===== src/rtl/instr_fetch_unit.sv =====
// instr_fetch_unit: program counter, prefetch byte FIFO and a
// one/two-byte instruction assembler feeding the control unit.
module instr_fetch_unit #(
  parameter int PC_WIDTH   = 8,
  parameter int FIFO_DEPTH = 4
) (
  input  logic                clk,
  input  logic                reset,
  output logic                imem_req,
  output logic [PC_WIDTH-1:0] imem_addr,
  input  logic                imem_rvalid,
  input  logic [7:0]          imem_rdata,
  input  logic                redirect_en,
  input  logic [PC_WIDTH-1:0] redirect_pc,
  input  logic                halt,
  output logic                inst_valid,
  input  logic                inst_ready,
  output logic [7:0]          inst,
  output logic [7:0]          imm,
  output logic [PC_WIDTH-1:0] inst_pc
);

  localparam int AW = $clog2(FIFO_DEPTH);

  localparam logic [0:0] ST_OP  = 1'b0;
  localparam logic [0:0] ST_IMM = 1'b1;

  logic [PC_WIDTH-1:0] fetch_pc;
  logic                inflight;
  logic [PC_WIDTH-1:0] inflight_addr;

  logic [7:0]          fifo_data [FIFO_DEPTH];
  logic [PC_WIDTH-1:0] fifo_pc   [FIFO_DEPTH];
  logic [AW-1:0]       wr_ptr;
  logic [AW-1:0]       rd_ptr;
  logic [AW:0]         count;
  logic [AW+1:0]       occupancy;

  logic [0:0]          state;
  logic [7:0]          hold_op;
  logic [PC_WIDTH-1:0] hold_pc;

  logic [7:0]          head_data;
  logic [PC_WIDTH-1:0] head_pc;
  logic                head_two;
  logic                fifo_empty;
  logic                slot_free;
  logic                push;
  logic                pop;
  logic                load;

  function automatic logic is_two_byte(input logic [7:0] op);
    logic two;
    unique case (op[7:4])
      4'h2, 4'h9, 4'hB, 4'hC,
      4'hD, 4'hE, 4'hF: two = 1'b1;
      default:          two = 1'b0;
    endcase
    return two;
  endfunction

  // Bytes already owned: stored in the FIFO plus one on its way back.
  always_comb begin
    occupancy = {1'b0, count}
              + {{(AW + 1){1'b0}}, inflight};
  end

  assign imem_req  = !reset && !halt && !redirect_en
                  && (occupancy < (AW + 2)'(FIFO_DEPTH));
  assign imem_addr = fetch_pc;

  assign head_data  = fifo_data[rd_ptr];
  assign head_pc    = fifo_pc[rd_ptr];
  assign head_two   = is_two_byte(head_data);
  assign fifo_empty = (count == '0);
  assign slot_free  = !inst_valid || inst_ready;
  assign pop        = !fifo_empty && slot_free;
  assign load       = pop && (state == ST_IMM || !head_two);

  // A response arriving in the redirect cycle is discarded by the
  // flush below; no request leaves in that cycle, so nothing stale
  // can arrive afterwards either.
  assign push = imem_rvalid && inflight;

  // Fetch pointer and record of the request issued last cycle.
  always_ff @(posedge clk) begin
    if (reset) begin
      fetch_pc      <= '0;
      inflight      <= 1'b0;
      inflight_addr <= '0;
    end else if (redirect_en) begin
      fetch_pc <= redirect_pc;
      inflight <= 1'b0;
    end else begin
      inflight <= imem_req;
      if (imem_req) begin
        inflight_addr <= fetch_pc;
        fetch_pc      <= fetch_pc + PC_WIDTH'(1);
      end
    end
  end

  // FIFO storage; validity is tracked by the pointers alone.
  always_ff @(posedge clk) begin
    if (push) begin
      fifo_data[wr_ptr] <= imem_rdata;
      fifo_pc[wr_ptr]   <= inflight_addr;
    end
  end

  // FIFO pointers and occupancy, emptied on reset or redirect.
  always_ff @(posedge clk) begin
    if (reset || redirect_en) begin
      wr_ptr <= '0;
      rd_ptr <= '0;
      count  <= '0;
    end else begin
      if (push) wr_ptr <= wr_ptr + AW'(1);
      if (pop)  rd_ptr <= rd_ptr + AW'(1);
      unique case ({push, pop})
        2'b10:   count <= count + (AW + 1)'(1);
        2'b01:   count <= count - (AW + 1)'(1);
        default: count <= count;
      endcase
    end
  end

  // Assembler state: park a two-byte opcode until its immediate.
  always_ff @(posedge clk) begin
    if (reset) begin
      state   <= ST_OP;
      hold_op <= '0;
      hold_pc <= '0;
    end else if (redirect_en) begin
      state <= ST_OP;
    end else if (pop) begin
      unique case (state)
        ST_IMM: state <= ST_OP;
        default: begin
          if (head_two) begin
            state   <= ST_IMM;
            hold_op <= head_data;
            hold_pc <= head_pc;
          end
        end
      endcase
    end
  end

  // Output register: holds until accepted, reloads on the same edge.
  always_ff @(posedge clk) begin
    if (reset) begin
      inst_valid <= 1'b0;
      inst       <= '0;
      imm        <= '0;
      inst_pc    <= '0;
    end else if (redirect_en) begin
      inst_valid <= 1'b0;
    end else if (load) begin
      inst_valid <= 1'b1;
      if (state == ST_IMM) begin
        inst    <= hold_op;
        imm     <= head_data;
        inst_pc <= hold_pc;
      end else begin
        inst    <= head_data;
        imm     <= '0;
        inst_pc <= head_pc;
      end
    end else if (inst_ready) begin
      inst_valid <= 1'b0;
    end
  end

  // The credit rule must keep every push within capacity.
  always_ff @(posedge clk) begin
    if (!reset && push && !pop) begin
      assert (count < (AW + 1)'(FIFO_DEPTH));
    end
  end

endmodule


===== config.mk =====
export PLATFORM = sky130hd
export DESIGN_NAME = instr_fetch_unit
export DESIGN_NICKNAME = d
export VERILOG_FILES = /design/src/rtl/instr_fetch_unit.sv
export SDC_FILE = /design/constraint.sdc
export NUM_CORES = 1
export LEC_CHECK = 0
export BUFFER_PORTS_ARGS = -buffer_cell sky130_fd_sc_hd__buf_4
export CAP_MARGIN = 20
export CORE_UTILIZATION = 50
export CTS_BUF_LIST = sky130_fd_sc_hd__clkbuf_8
export CTS_CLUSTER_DIAMETER = 200
export DETAILED_ROUTE_END_ITERATION = 8
export GPL_TIMING_DRIVEN = 0
export PLACE_DENSITY = 0.69
export SLEW_MARGIN = 20
export SYNTH_ARGS = -nofsm -noshare
export SYNTH_HDL_FRONTEND = slang
export SYNTH_SLANG_ARGS = --single-unit

===== constraint.sdc =====
create_clock -name clk -period 3.5 [get_ports clk]
set_clock_uncertainty 0.1 [all_clocks]
set_input_delay 0.175 -clock clk [delete_from_list [all_inputs] [get_ports clk]]
set_output_delay 0.175 -clock clk [all_outputs]
set_load 0.03 [all_outputs]

==> impl_results.md <==
- DRC Markers: 0
- Synth area leaders: edfxtp_1 (36%), dfxtp_1 (25%), mux4_2 (6.7%)
- Register area share after synthesis: 61.44%
- Largest net degree at the start of global routing: 17
- Core area: 10320 um2
- Synth top area share: 35.96%
- Max incr delay on CP: 570 ps
- Worst Reg-to-Reg Cells: 6
- Hold buffers post-CTS: 17
- Post-route clock period utilization: 82.46%
- # Post-CTS Setup Buffers: 0
- Crit end category: flip-flop
- Post-synth ARST share: 0%
- DRT antenna net count: 0
- TritonCTS clock tree: yes
- Hold Worst Slack: 31.65 ps
- RSZ-0062 raised after global routing: no
- Die Span Y: 105.4 um
- Kind of critical path: flip-flop to flip-flop
- Final Max Tran Viols: 0
- Root buffer cell: clkbuf_8
- DRT Pass-1 Iters: 5
- 1st-iter DRT viols: 137
- Post-synth EDFFs: 64
- Initial core utilization: 51.76%
- Total GRT Usage: 20.43%
- Outcome: completed
- Final setup viols: 0
- Final Util: 62.71%
- Worst hold start: inst_ready
- Ys Warns: 0
- Setup ws final: 613.8 ps
- CTS sink cnt: 132
- Worst VDD drop: 0.3317 mV
- GP Congestion: 0.7937
- Reg-to-reg setup timing slack: 610 ps
- Highest-count cells in the layout ignoring fill and taps: nand2_1 (73), dfxtp_1 (68), edfxtp_1 (64)
- Area Overhead vs Synth: 21.14%
- Diodes inserted: 0
- Inst Count DP: 616
- Clock buffer depth: 2
- Vias in the first global route: 3503
- Post-CTS Resized: 0
- RR Endpoint: hold_pc[3]
- Syn_area_per_cell: 12.57 um2
- P per Cell Area: 461.9 nW/um2
- Die X: 105.4 um
- Worst slew margin: 32.20%
- Final Hold Vio Count: 0
- Crit path time final: 2886 ps
- CTS buffer count: 17
- Least-Margin Pin Slew: 1009 ps
- IO buf count: 55
- Reported max-cap violation count: 0
- Row Count: 37
- Gr ovfl total: 0
- Final HPWL DP: 6.955 mm
- First-pass GRT wire length: 17.24 mm
- Vias per cell: 5.343
- Pre-CTS setup slack: 664.6 ps
- Setup TNS: 0 ps
- Cells after Synth: 425
- Critical path's top delay family: multiplexers
- Post-Syn Nets: 454
- CTS H-tree depth: 4
- P_leak: 2.391 nW
- DIE AREA: 11100 um2
- CP arrival: 3130 ps
- Hold Path End: inst_valid
- Routed length per placed instance: 15.65 um
- HP Class: input pin to flip-flop
- Initial antenna violation count: 0
- Final cell count without fillers: 665
- Seq cells post-synth: 132
- Ys flop type: dfxtp_1
- Share of cells above drive strength 1: 19.66%
- Slowest-stage cell, CP: or4b_1
- Critical path fanouts, max: 8
- Max Freq: 0.3465 GHz
- DRT Wirelength: 10.41 mm
- Worst path bufs/invs: 2
- Cell Area, Synth: 5344 um2
- Later-pin clock latency in the skew report: 430 ps
- Library cells used by synthesis: 43
- CP Launch Type: flip-flop
- I/O Pins: 56
- Fin nets: 545
- Clock transition at the registers of the reported paths: 70 ps
- Most common cell after layout, fill and taps aside: nand2_1
- Synth area leader: edfxtp_1
- CP cell instances: clkbuf_1 > mux4_2 > or4b_1 > buf_6 > a211oi_4 > mux2i_1
- Via Count: 3553
- Hold depth: 4
- WP data required: 3750 ps
report_power, final:
group          switching [mW]  internal, mW
sequential             0.0138          1.63
combinational          0.0851        0.0644
clock                   0.533         0.668
kinds of logic after synthesis:
kind of cell	count (synthesis)	synth area share, %
XOR/XNOR	5	0.8196
AND/OR/NAND/NOR	130	11.24
multiplexers	49	12.95
flip-flops	132	61.44
adder cells (fa/ha/maj)	7	1.779
AO/OA/AOI/OAI	67	8.897
buffers and inverters	35	2.880
cells in the mapped netlist (3+ instances only):
library cell,number
nor2_1,10
mux2i_1,32
clkbuf_1,17
nand3_1,7
nand2b_1,16
inv_1,11
dfxtp_1,68
and3_1,7
a21oi_1,21
xnor2_1,3
mux4_2,16
nand2_1,73
nor4_1,3
o21ai_0,6
edfxtp_1,64
ha_1,6
a32o_1,8
o211ai_1,20
nor3_1,5
registers in the layout, indices dropped and copies added, names as in the netlist, 2 cells and up, named ones only:
register	count
inst	8
hold_pc	8
rd_ptr	2
inst_pc	8
imem_addr	8
inflight_addr	8
wr_ptr	2
imm	8
fifo_data	32
count	3
fifo_pc	32
hold_op	8
worst min-delay path, stage by stage:
cell	delay (ps)
buf_4	80
nor2b_1	100
nor2_1	120
nor3_1	50
metal layers:
metal | wire length (um) | global-route usage, % | share of wire, %
met1 | 4824 | 25.78 | 46
met3 | 477 | 5.504 | 4.6
met4 | 101 | 8.149 | 0.97
met2 | 5003 | 33.41 | 48
met5 | 0 | 0 | 0
per-stage QoR:
stage	area, um2	power (mW)
3_3_place_gp	5927	1.803
4_1_cts	6474	3.012
5_1_grt	6474	3.098
6_report	6474	2.990
2_1_floorplan	5344	1.749
3_5_place_dp	5927	1.807
worst max path at each step:
stage,start,to,depth (start not counted)
6_report,flip-flop,hold_pc[3],6
5_1_grt,flip-flop,hold_pc[3],6
4_1_cts,flip-flop,hold_pc[3],6
3_5_place_dp,flip-flop,hold_pc[3],6
3_3_place_gp,flip-flop,hold_pc[7],6
2_1_floorplan,flip-flop,hold_pc[0],6
final cells by class:
class                           count  area [um2]
Sequential cell                   132        3283
Buffer                             23       108.9
Inverter                           12       45.04
Tap cell                          136       170.2
Fill cell                         805        3850
Timing Repair Buffer               72       583.1
Clock inverter                     12       101.3
Clock buffer                       20       275.3
Multi-Input combinational cell    258        1907
Note: power is estimated with default switching activity, not from simulation.
